--- config.mk ---
export PLATFORM = sky130hd
export DESIGN_NAME = pc_ctrl
export DESIGN_NICKNAME = d
export VERILOG_FILES = /design/src/rtl/pc_ctrl.sv
export SDC_FILE = /design/constraint.sdc
export NUM_CORES = 1
export LEC_CHECK = 0
export BUFFER_PORTS_ARGS = -buffer_cell sky130_fd_sc_hd__buf_4
export CAP_MARGIN = 15
export CELL_PAD_IN_SITES_DETAIL_PLACEMENT = 1
export CELL_PAD_IN_SITES_GLOBAL_PLACEMENT = 2
export CORE_ASPECT_RATIO = 0.9
export CORE_MARGIN = 2
export CORE_UTILIZATION = 25
export DETAILED_ROUTE_END_ITERATION = 16
export PLACE_DENSITY = 0.86
export SLEW_MARGIN = 15
export SYNTH_ARGS = -nofsm -noshare
export SYNTH_HDL_FRONTEND = slang
export SYNTH_SLANG_ARGS = --single-unit
--- constraint.sdc ---
create_clock -name clk -period 2.2 [get_ports clk]
set_input_delay 0.22 -clock clk [delete_from_list [all_inputs] [get_ports clk]]
set_output_delay 0.22 -clock clk [all_outputs]
set_load 0.005 [all_outputs]
--- src/rtl/pc_ctrl.sv ---
// Program-counter controller: IDLE/FETCH/EXEC/TRAP sequencer with retire counter.
// Optional overflow trap enabled by defining PC_CTRL_OVF_TRAP_EN.
module pc_ctrl #(
  parameter logic [31:0] RESET_PC = 32'h0000_0000,
  parameter logic [31:0] TRAP_VEC = 32'h0000_0080
) (
  input  logic        clk,
  input  logic        rst,
  input  logic        branch_taken,
  input  logic [31:0] target,
  input  logic        overflow,
  input  logic        stall,
  input  logic        imem_ready,
  input  logic        trap_clear,
  output logic [31:0] pc,
  output logic [31:0] pc_plus4,
  output logic        imem_req,
  output logic        inst_valid,
  output logic        trap,
  output logic [31:0] epc,
  output logic [31:0] instret
);

  typedef enum logic [1:0] {
    S_IDLE  = 2'd0,
    S_FETCH = 2'd1,
    S_EXEC  = 2'd2,
    S_TRAP  = 2'd3
  } state_t;

  state_t      state;
  state_t      state_nxt;
  logic [31:0] pc_nxt;
  logic [31:0] instret_nxt;
  logic        trap_cond;

  function automatic logic [31:0] word_align(input logic [31:0] addr);
    return {addr[31:2], 2'b00};
  endfunction

`ifdef PC_CTRL_OVF_TRAP_EN
  assign trap_cond = overflow;
`else
  assign trap_cond = 1'b0;
`endif

  assign pc_plus4   = pc + 32'd4;
  assign imem_req   = (state == S_FETCH);
  assign inst_valid = (state == S_EXEC);

  always_comb begin
    state_nxt   = state;
    pc_nxt      = pc;
    instret_nxt = instret;
    case (state)
      S_IDLE: state_nxt = S_FETCH;
      S_FETCH: begin
        if (imem_ready) state_nxt = S_EXEC;
      end
      S_EXEC: begin
        // stall outranks trap, branch and sequential advance
        if (!stall) begin
          if (trap_cond) begin
            pc_nxt    = TRAP_VEC;
            state_nxt = S_TRAP;
          end else if (branch_taken) begin
            pc_nxt      = word_align(target);
            instret_nxt = instret + 32'd1;
            state_nxt   = S_FETCH;
          end else begin
            pc_nxt      = pc_plus4;
            instret_nxt = instret + 32'd1;
            state_nxt   = S_FETCH;
          end
        end
      end
      S_TRAP: begin
`ifdef PC_CTRL_OVF_TRAP_EN
        if (trap_clear) state_nxt = S_FETCH;
`else
        state_nxt = S_FETCH;
`endif
      end
      default: state_nxt = S_IDLE;
    endcase
  end

  always_ff @(posedge clk or posedge rst) begin
    if (rst) begin
      state   <= S_IDLE;
      pc      <= RESET_PC;
      instret <= 32'd0;
    end else begin
      state   <= state_nxt;
      pc      <= pc_nxt;
      instret <= instret_nxt;
    end
  end

`ifdef PC_CTRL_OVF_TRAP_EN
  logic        trap_q;
  logic [31:0] epc_q;

  always_ff @(posedge clk or posedge rst) begin
    if (rst) begin
      trap_q <= 1'b0;
      epc_q  <= 32'd0;
    end else if ((state == S_EXEC) && !stall && overflow) begin
      trap_q <= 1'b1;
      epc_q  <= pc;
    end else if ((state == S_TRAP) && trap_clear) begin
      trap_q <= 1'b0;
    end
  end

  assign trap = trap_q;
  assign epc  = epc_q;
`else
  logic unused_trap_inputs;
  assign unused_trap_inputs = overflow ^ trap_clear;
  assign trap = 1'b0;
  assign epc  = 32'd0;
`endif

endmodule

# After elaboration in Yosys (flattened, before gate mapping)
# Index checks and enable logic that the tools add are counted.
[totals]
elab_cells = 19
regBits = 66
[classes]
addsub = 2
bitwise = 1
n_reduce_logical = 4
eq_ne = 5
mux = 4
[op_table]
columns = ["cell", "n"]
rows = [
  ["$add 32x1->32 const B", 1],
  ["$add 32x3->32 const B", 1],
  ["$mux 32", 1],
  ["$pmux 2 s3", 1],
  ["$eq 2x2->1 const B", 2],
  ["$mux 2", 2],
  ["$ne 2x2->1 const B", 2],
  ["$reduce_and 2->1", 2],
  ["$eq 2x1->1 const B", 1],
  ["$logic_not 2->1", 1],
  ["$reduce_or 2->1", 1],
  ["$not 1->1", 1],
]

# Longest topological paths before layout
[depth]
word_depth = 3
ltp_mapped = 7

# Worst setup path after synthesis
# OpenSTA, ideal clock, no wires.
[synth_timing]
path_type = "register -> output"
startpoint = "reg pc[2]"
endpoint = "out pc_plus4[26]"
required_time_ns = 1.980
t_arrival_ns = 1.954
path_stages_with_launch = 7
setup_slack_ns = 0.026
path_cell_list = "dfrtp_1 > ha_1 > nand4_1 > nor4_1 > buf_2 > nand3_1 > xnor2_1"
[synth_between]
elab_chain_cells = 1
[synth_lines]
columns = ["element", "line_no", "rtl"]
rows = [
  ["start, declared", "15", "output logic [31:0] pc,"],
  ["start signal, assigned", "95", "pc <= pc_nxt;"],
  ["$add 32x3->32", "47", "assign pc_plus4 = pc + 32'd4;"],
  ["end, declared", "16", "output logic [31:0] pc_plus4,"],
]
# Every way passes these cells.

# Worst setup path after layout
[layout_timing]
startpoint = "reg pc[17]"
endpoint = "out pc_plus4[31]"
# The elaborated chain is that of the path after synthesis.

==> flow_summary.yaml <==
cts:
  tritoncts: "built"
  cts_buffer_depth: 2
  cts-buffers-inserted: 9
  clock_tree.htree_level_count: 3
  clock_tree.root_cell: "sky130_fd_sc_hd__clkbuf_16"
  clkSinkCount: 64
  worst_path_clk_slew_ns: 0.06
  later_pin_clock_latency_in_the_skew_report_ns: 0.34
synth:
  synth_largest_area_cell: "sky130_fd_sc_hd__dfrtp_1"
  synthCells: 484
  netlist.area_leader.share_pct: 37.88
  synth-seq-area-share_pct: 37.88
  yosys_warnings: 0
  synth.top_cells.by_count: "64 x sky130_fd_sc_hd__dfrtp_1, 38 x sky130_fd_sc_hd__buf_4, 32 x sky130_fd_sc_hd__xnor2_1, 31 x sky130_fd_sc_hd__nand3_1, 28 x sky130_fd_sc_hd__nand2_1"
  synth-seq-cells: 64
  synth_top_cells_by_area: "sky130_fd_sc_hd__dfrtp_1 38%, sky130_fd_sc_hd__buf_4 6.7%, sky130_fd_sc_hd__xnor2_1 6.6%, sky130_fd_sc_hd__xor2_1 5.6%, sky130_fd_sc_hd__nand3_1 3.7%"
  synth_area_per_cell_um2: 8.735
  post_synth_num_cell_types: 49
  async_flop_share_pct: 100.0
  synth_top_flop_cell: "sky130_fd_sc_hd__dfrtp_1"
  synthMostInstantiatedCell: "sky130_fd_sc_hd__dfrtp_1"
  syn_area_mm2: 0.004228
  synth_enable_flop_cells: 0
timing:
  maxSlewViolCount: 0
  timing.final.crit_period_ns: 2.245
  worstMarginPinSlew_ns: 0.5943
  timing.fmax_ghz: 0.4454
  max_slew_margin_pct: 60.07
  clock_skew_ns: 0.009599
  setup_slack_ns: -0.04538
  period_share_pct: 102.1
  final-hold-violation-count: 0
  rsz0062_at_grt: "yes"
  number_of_failing_setup_endpoints_in_the_final_timing_report: 5
  timing.hold.ws_ns: 0.1255
layout:
  num_antenna_cells: 0
  nets: 698
  multiInputGateArea_mm2: 0.002454
  fin_area_mm2: 0.006206
  final-seq-area_mm2: 0.001607
  filler_cell_count_in_the_final_layout: 1958
  utilization_pct: 37.11
  area_delta_synth_final_pct: 46.79
  drive_above_1_share_pct: 37.92
power:
  leakage_power_summed_over_all_cells_nw: 2.925
  power_density_mw_per_mm2: 866.8
  vdd.ir_drop.worst_v: 0.0003846
placed_design:
  place.gp.congestion: 0.8638
  hpwl_um: 10420
  buffer_ports.inserted: 128
  placed_area_mm2: 0.005480
job:
  max_cap_check_violation_count: 0
detailed_routing:
  postRouteAntennaNets: 0
  routed_wirelength_um: 15220
  drt-pass1-iter-count: 4
  drc: 0
  detail_route.vias_per_cell: 4.896
  first_iter_violations: 230
  detailroute.via_count: 4274
  detail_route.wl_per_cell_um: 17.44
setup_path:
  worst-path-max-fanout: 5
  worstSetupEndpointType: "output pin"
  arrival_ns: 2.03
  cp-start-kind: "register"
  worstSetupPathType: "reg -> out"
  crit_required_ns: 1.98
hold_path:
  worst_hold_path_type: "in -> reg"
global_routing:
  grt_start_max_net_pins: 41
  number_of_antenna_violations_at_the_first_check_in_global_routing: 0
  grt_remaining_overflow: 0
  grt_use_total_pct: 16.47
  vias_in_the_first_global_route: 4348
  wire_length_of_the_first_global_routing_pass_um: 23500
die:
  placement_rows: 45
  dieHeight_um: 127.4
  ioPinCount: 170
  core_area_mm2: 0.01672
  die_area_mm2: 0.01797
  chipWidth_um: 141.1
  initial_core_utilization_pct: 25.28
run_status:
  status: "finished with violations"
  failed_checks: "negative setup slack"
==> through the flow <==
stage	worst slack [ns]	total power [mW]	setup TNS (ns)	std cells
global route	-0.1536	5.707	-1.248	873
finish	-0.04538	5.379	-0.1310	873
CTS	-0.06282	5.241	-0.3376	860
global placement	0.1042	3.550	0	826
floorplan	0.02554	2.556	0	520
detailed placement	0.07954	3.612	0	826
==> where the power goes <==
| group | total, mW | switching (mW) | internal, mW | leakage (nW) |
|---|---|---|---|---|
| sequential | 1.60 | 0.221 | 1.38 | 0.769 |
| clock | 1.45 | 0.576 | 0.877 | 0.141 |
| combinational | 2.33 | 1.14 | 1.19 | 2.01 |
| total | 5.38 | 1.94 | 3.44 | 2.92 |
==> layout by cell type (no fill, tap or decap), types with 10 or more instances in the layout <==
cell                      count
sky130_fd_sc_hd__xor2_1      27
sky130_fd_sc_hd__a21oi_1     17
sky130_fd_sc_hd__conb_1      37
sky130_fd_sc_hd__xnor2_1     25
sky130_fd_sc_hd__nor3_1      24
sky130_fd_sc_hd__nand4_1     23
sky130_fd_sc_hd__o21ai_0     13
sky130_fd_sc_hd__nand3_1     29
sky130_fd_sc_hd__nor2_1      22
sky130_fd_sc_hd__a31oi_1     10
sky130_fd_sc_hd__and3_1      14
sky130_fd_sc_hd__buf_4      192
sky130_fd_sc_hd__nand2_1     26
sky130_fd_sc_hd__inv_1       15
sky130_fd_sc_hd__dfrtp_1     60
==> what timing repair did <==
item / CTS / global route
buffers inserted: 16 / 14
hold endpoints to repair: 16 / 0
gates cloned: 1 / 0
hold buffers: 1 / 0
setup endpoints to repair: 19 / 20
pin swaps: 16 / 12
resized for setup: 34 / 12
==> metal layers <==
layer  global-route usage, %  up-vias  share of wire (%)
met4                   4.882        0                1.5
met2                   26.58      142                 49
met1                   22.17     2119                 44
met5                       0        -                  0
met3                   3.636       13                5.3
li1                        -     2000                  -
==> worst max-delay path, cell delays in order (launching register included) <==
cell and delay, ns:
sky130_fd_sc_hd__dfrtp_1 0.38, sky130_fd_sc_hd__nand4_1 0.27, sky130_fd_sc_hd__nor4_2 0.37, sky130_fd_sc_hd__buf_4 0.17, sky130_fd_sc_hd__nand4_1 0.14, sky130_fd_sc_hd__xnor2_1 0.22
sky130_fd_sc_hd__buf_4 0.14
==> final timing paths <==
path                                      endpoint  slack [ns]               startpoint  cells after the start
setup / recovery                      pc_plus4[31]       -0.05       pc[17]$_DFFE_PP0P_                      6
hold / removal                   pc[2]$_DFFE_PP0P_        0.13                target[2]                      3
setup reg to reg                pc[29]$_DFFE_PP0P_        0.09       pc[16]$_DFFE_PP0P_                      6
hold reg to reg            instret[31]$_DFFE_PP0P_        0.48  instret[31]$_DFFE_PP0P_                      1
max in group asynchronous  instret[27]$_DFFE_PP0P_        0.95                      rst                      4
min in group asynchronous       pc[10]$_DFFE_PP0P_        0.44                      rst                      3
==> registers in the layout (all words and copies together), names as in the netlist <==
signal and count:
pc 30, instret 32, state 2
==> logic make-up (layout without fill, tap and decap cells) <==
logic type,after synthesis,in the layout,synth area share (%)
simple gates,187,187,24.36
buf+inv,89,231,11.54
compound gates,79,79,12.61
flops,64,64,37.88
xor+xnor,59,59,12.22
mux,3,3,0.7103
fa+ha+maj,2,2,0.5918
other cells,1,37,0.08870
==> final cells by class <==
type                            instances  share of cell area, %
Clock buffer                            9                  3.629
Clock inverter                          7                  1.169
Inverter                               17                  1.028
Multi-Input combinational cell        367                  39.54
Sequential cell                        64                  25.89
Tap cell                              211                  4.254
Timing Repair Buffer                  198                  24.50
Power figures use the tool's default switching activity.
